## config.mk

```make
export PLATFORM = sky130hd
export DESIGN_NAME = ifu_prefetch
export DESIGN_NICKNAME = d
export VERILOG_FILES = /design/src/rtl/ifu_pkg.sv /design/src/rtl/ifu_credit.sv /design/src/rtl/ifu_prefetch.sv
export SDC_FILE = /design/constraint.sdc
export NUM_CORES = 1
export LEC_CHECK = 0
export BUFFER_PORTS_ARGS = -buffer_cell sky130_fd_sc_hd__buf_2
export CAP_MARGIN = 10
export CELL_PAD_IN_SITES_DETAIL_PLACEMENT = 1
export CELL_PAD_IN_SITES_GLOBAL_PLACEMENT = 2
export CORE_UTILIZATION = 25
export CTS_CLUSTER_DIAMETER = 40
export CTS_CLUSTER_SIZE = 8
export DETAILED_ROUTE_END_ITERATION = 10
export PLACE_DENSITY_LB_ADDON = 0.12
export SYNTH_ARGS = -nofsm -noshare
export SYNTH_HDL_FRONTEND = slang
export SYNTH_SLANG_ARGS = --single-unit
```

## constraint.sdc

```tcl
create_clock -name clk -period 4.3 [get_ports clk]
set_input_delay 0.86 -clock clk [delete_from_list [all_inputs] [get_ports clk]]
set_output_delay 0.86 -clock clk [all_outputs]
set_load 0.1 [all_outputs]
```

## src/rtl/ifu_pkg.sv

```systemverilog
// Shared types and constants for the instruction prefetch slice.
package ifu_pkg;

  localparam int unsigned DEF_ADDR_WIDTH = 32;
  localparam logic [31:0] DEF_RESET_PC   = 32'h8000_0000;

  // FIFO word layout {fault, pc, inst} for the default address width.
  localparam int unsigned FIFO_WORD_W = DEF_ADDR_WIDTH + 33;
  localparam int unsigned FAULT_BIT   = FIFO_WORD_W - 1;
  localparam int unsigned PC_LSB      = 32;
  localparam int unsigned INST_LSB    = 0;

  // Fetch sequencer states.
  typedef enum logic [1:0] {
    IDLE = 2'd0,
    REQ  = 2'd1,
    WAIT = 2'd2,
    HALT = 2'd3
  } state_t;

endpackage

```

## src/rtl/ifu_credit.sv

```systemverilog
// FIFO occupancy tracker: counts pushes minus effective pops so a
// producer can avoid overflowing a FIFO that has no full flag.
module ifu_credit import ifu_pkg::*; #(
  parameter int unsigned DEPTH_LOG2 = 6
) (
  input  logic clk,
  input  logic rstn,
  input  logic push,
  input  logic pop,
  input  logic flush,
  output logic has_space,
  output logic has_space_next
);

  localparam int unsigned CW = DEPTH_LOG2 + 1;
  localparam logic [DEPTH_LOG2:0] DEPTH = {1'b1, {DEPTH_LOG2{1'b0}}};

  logic [DEPTH_LOG2:0] occ;
  logic [DEPTH_LOG2:0] occ_next;
  logic                pop_eff;

  // Next occupancy; a pop on an empty FIFO or during a flush is ignored.
  always_comb begin
    pop_eff  = pop && (occ != '0);
    occ_next = occ;
    if (flush) begin
      occ_next = '0;
    end else begin
      occ_next = occ + CW'(push) - CW'(pop_eff);
    end
  end

  // Space indications for the current and the following cycle.
  always_comb begin
    has_space      = (occ < DEPTH);
    has_space_next = (occ_next < DEPTH);
  end

  // Occupancy register.
  always_ff @(posedge clk or negedge rstn) begin
    if (!rstn) begin
      occ <= '0;
    end else begin
      occ <= occ_next;
    end
  end

endmodule

```

## src/rtl/ifu_prefetch.sv

```systemverilog
// Instruction prefetch stage: issues sequential word reads, pushes
// {fault, pc, inst} into the instruction FIFO, and restarts on redirect.
module ifu_prefetch import ifu_pkg::*; #(
  parameter int unsigned           ADDR_WIDTH = DEF_ADDR_WIDTH,
  parameter int unsigned           DEPTH_LOG2 = 6,
  parameter logic [ADDR_WIDTH-1:0] RESET_PC   = DEF_RESET_PC
) (
  input  logic                  clk,
  input  logic                  rstn,
  input  logic                  redirect_valid,
  input  logic [ADDR_WIDTH-1:0] redirect_pc,
  output logic                  arvalid,
  input  logic                  arready,
  output logic [ADDR_WIDTH-1:0] araddr,
  input  logic                  rvalid,
  output logic                  rready,
  input  logic [31:0]           rdata,
  input  logic [1:0]            rresp,
  output logic                  fifo_wready,
  output logic [ADDR_WIDTH+32:0] fifo_wdata,
  output logic                  fifo_flush,
  input  logic                  fifo_pop
);

  state_t                state;
  logic [ADDR_WIDTH-1:0] pc;
  logic [ADDR_WIDTH-1:0] req_addr;
  logic                  kill;
  logic                  has_space;
  logic                  has_space_next;
  logic [ADDR_WIDTH-1:0] pc_seq;
  logic [ADDR_WIDTH-1:0] redirect_target;
  logic                  resp_fault;

  // Push, flush and datapath toward the FIFO.
  always_comb begin
    resp_fault      = |rresp;
    fifo_flush      = redirect_valid;
    fifo_wready     = (state == WAIT) && rvalid && !kill && !redirect_valid;
    fifo_wdata      = {resp_fault, req_addr, rdata};
    araddr          = req_addr;
    pc_seq          = pc + ADDR_WIDTH'(4);
    redirect_target = {redirect_pc[ADDR_WIDTH-1:2], 2'b00};
  end

  ifu_credit #(
    .DEPTH_LOG2(DEPTH_LOG2)
  ) u_credit (
    .clk            (clk),
    .rstn           (rstn),
    .push           (fifo_wready),
    .pop            (fifo_pop),
    .flush          (redirect_valid),
    .has_space      (has_space),
    .has_space_next (has_space_next)
  );

  // Fetch sequencer with registered bus handshake outputs.
  // A redirect never abandons an issued request: the address phase is held
  // until accepted and the response is then discarded via kill.
  always_ff @(posedge clk or negedge rstn) begin
    if (!rstn) begin
      state    <= IDLE;
      pc       <= RESET_PC;
      req_addr <= RESET_PC;
      kill     <= 1'b0;
      arvalid  <= 1'b0;
      rready   <= 1'b0;
    end else begin
      if (redirect_valid) begin
        pc <= redirect_target;
      end
      case (state)
        IDLE: begin
          if (!redirect_valid && has_space) begin
            state    <= REQ;
            req_addr <= pc;
            arvalid  <= 1'b1;
          end
        end
        REQ: begin
          if (redirect_valid) begin
            kill <= 1'b1;
          end
          if (arready) begin
            state   <= WAIT;
            arvalid <= 1'b0;
            rready  <= 1'b1;
          end
        end
        WAIT: begin
          if (rvalid) begin
            rready <= 1'b0;
            if (kill) begin
              kill  <= 1'b0;
              state <= IDLE;
            end else if (redirect_valid) begin
              state <= IDLE;
            end else if (!resp_fault) begin
              pc <= pc_seq;
              if (has_space_next) begin
                state    <= REQ;
                req_addr <= pc_seq;
                arvalid  <= 1'b1;
              end else begin
                state <= IDLE;
              end
            end else begin
              state <= HALT;
            end
          end else if (redirect_valid) begin
            kill <= 1'b1;
          end
        end
        HALT: begin
          if (redirect_valid) begin
            state <= IDLE;
          end
        end
        default: begin
          state   <= IDLE;
          arvalid <= 1'b0;
          rready  <= 1'b0;
        end
      endcase
    end
  end

endmodule
```

==> impl_metrics.toml <==
[worst_setup_path]
cp-start-kind = "flip-flop"
path_cells = "inv_1 -> ha_1 -> a41oi_1 -> ha_1 -> inv_1 -> ha_1 -> inv_1 -> fa_1 -> nor2b_1 -> o311ai_4 -> o21ai_1 -> nor4_4 -> a31oi_4 -> buf_12 -> mux2_1"
r2r_setup_slack_ps = 730
cp_max_fo = 32
slowest_stage = "fa_1"
cp_data_required_time_ps = 4530
r2r_start = "u_credit.occ[3]"
crit_arrival_ps = 3800
rr_endpoint = "araddr[0]"
end_kind = "flip-flop"
critPathKind = "reg2reg"
critPathMaxStageDelay_ps = 380
r2r_cells = 15

[synthesis]
syn_inst = 514
synth_seq_cells = 76
ys_seq_area_share_pct = 37.9
yosys_warnings = 0
avgSynthCellArea_um2 = 9.77
ys_top_cells_by_area = "dfrtp_1 (37%), buf_4 (9.9%), mux2_4 (9.0%)"
synth_area_um2 = 5020
synth-edff-count = 0
syn_nets = 603
synth_cell_type_count = 51
ys.flop_type = "dfrtp_1"
yosys.area.top_type = "dfrtp_1"
async_reset_ff_share_pct = 100
synth_top_area_share_pct = 36.9

[cells_and_area]
seq_area_um2 = 1900
syn_to_final_growth_pct = 12.1
multi_input_area_um2 = 2440
finalNetCount = 638
fillCellCount = 2292
drive_gt1_share_pct = 30.7
layout_commonest_cell = "buf_2"
final_cell_mix = "buf_2 (105), dfrtp_1 (74), nand2_1 (52)"
antenna_cells = 0

[die]
start_util_pct = 25.6
core_um2 = 19600
die-area_um2 = 20700
dieWidth_um = 144
die_height_um = 144
fp-row-count = 51
ios = 173

[timing]
hold_viol = 0
fin_skew_ps = 14.3
report.final.slew_viol_count = 0
rsz0062_at_grt = "false"
post-route-min-period_ps = 3570
final-setup-viol-count = 0
final.period_utilization_pct = 83.1
tns_ps = 0
max_slew.worst_pin.slew_ps = 831
max_freq_mhz = 280
holdWs_ps = 489
relSlewSlack_pct = 44.6

[routing]
vias = 3718
viasPerCell = 4.54
drt_first_pass_iters = 4
ant_nets = 0
drt_first_iter_violations = 115
wirelength_um = 13200
drc = 0
routedWlPerCell_um = 16.1

[status]
status = "finished clean"

[hold_path]
hp-start = "arvalid"
whs_path_depth = 1
worstHoldPathType = "reg2reg"
hold_end = "arvalid"

[cts]
cts_buffer_depth = 2
cts-resized-gates = 0
clkSinkCount = 76
cts.clk_slew.worst_paths_ps = 70
root_buffer = "clkbuf_16"
cts_tree = "yes"
clock_latency_ps = 350
holdBufCountCts = 0
cts_made_buffers = 9
postCtsSetupBuffers = 0
ctsHtreeMaxLevel = 3

[grt]
grt_pass1_vias = 3823
antenna_found_initial = 0
grt_pass1_wl_um = 21000
grt_overflow = 0
grt_max_degree = 68
track_usage_pct = 13.5

[job]
cap_violations = 0

[placed_design]
port_buffers = 106
place_hpwl_um = 9150
gp_congestion = 0.724
cells in the mapped netlist, drive strengths merged (2+ instances only):
cell,instances
nor2,21
nor2b,6
inv,18
nand2,52
o21a,2
dfrtp,74
a21o,3
nor3b,2
a31oi,6
o21ai,29
o22ai,2
mux2,33
nand2b,3
o31ai,2
clkbuf,12
nand4,18
buf,78
and3,9
o211ai,3
and2,5
mux2i,2
nand3b,2
xnor2,35
a21oi,13
xor2,21
ha,16
nor4,2
nor3,8
and4,2
dfstp,2
nand3,23
through the flow:
stage | instance area (um^2) | std cells | utilization, % | worst slack (ps)
finish | 5630 | 819 | 28.7 | 728
global placement | 5350 | 803 | 27.3 | 465
global route | 5630 | 819 | 28.7 | 445
CTS | 5630 | 819 | 28.7 | 646
detailed placement | 5350 | 803 | 27.3 | 376
floorplan | 5020 | 514 | - | 124
worst max-delay path, delay by kind of cell, from the launching register on:
family | cells | cell delay [ps]
simple gates | 2 | 420
buf+inv | 4 | 460
flops | 1 | 370
compound gates | 4 | 840
fa+ha+maj | 4 | 1000
mux | 1 | 350
worst max path at each step:
stage	slack [ps]	startpoint	endpoint	cells after the start
after global routing	440	u_credit.occ[5]	araddr[0]	15
final	730	u_credit.occ[3]	araddr[0]	15
after detailed placement	380	fifo_pop	araddr[0]	15
after floorplan	120	state[0]	araddr[10]	15
after CTS	650	state[0]	araddr[0]	14
after global placement	470	fifo_pop	araddr[0]	15
flip-flops by register name, indices dropped and copies added (netlist names):
name,flops
pc,32
arvalid,1
u_credit.occ,7
state,2
araddr,32
rready,1
kill,1
metal layers:
layer,GRT usage [%],vias up,share of wire (%)
li1,-,1760,-
met1,16.8,1864,46
met2,23.2,68,49
met3,3.47,26,3.8
met4,3.14,0,1.2
met5,0,-,0
layout make-up:
| class | count | area share, % |
|---|---|---|
| inverters | 18 | 1.20 |
| multi-input cells | 330 | 43.3 |
| flip-flops and latches | 76 | 33.8 |
| repair buffers | 114 | 10.8 |
| clock buffers | 9 | 4.00 |
| well taps | 265 | 5.89 |
| clock inverters | 7 | 1.02 |
cells by family (layout without fill, tap and decap cells):
family | count (synthesis) | count (layout) | synth area share (%)
flops | 76 | 76 | 37.9
fa+ha+maj | 17 | 17 | 4.39
mux | 35 | 35 | 10.0
buf+inv | 108 | 148 | 13.6
compound gates | 68 | 68 | 8.70
simple gates | 154 | 154 | 15.4
xor+xnor | 56 | 56 | 9.92
Power is not shown: default switching activity piles up to over one toggle a cycle in this logic, so the estimate is an artifact.
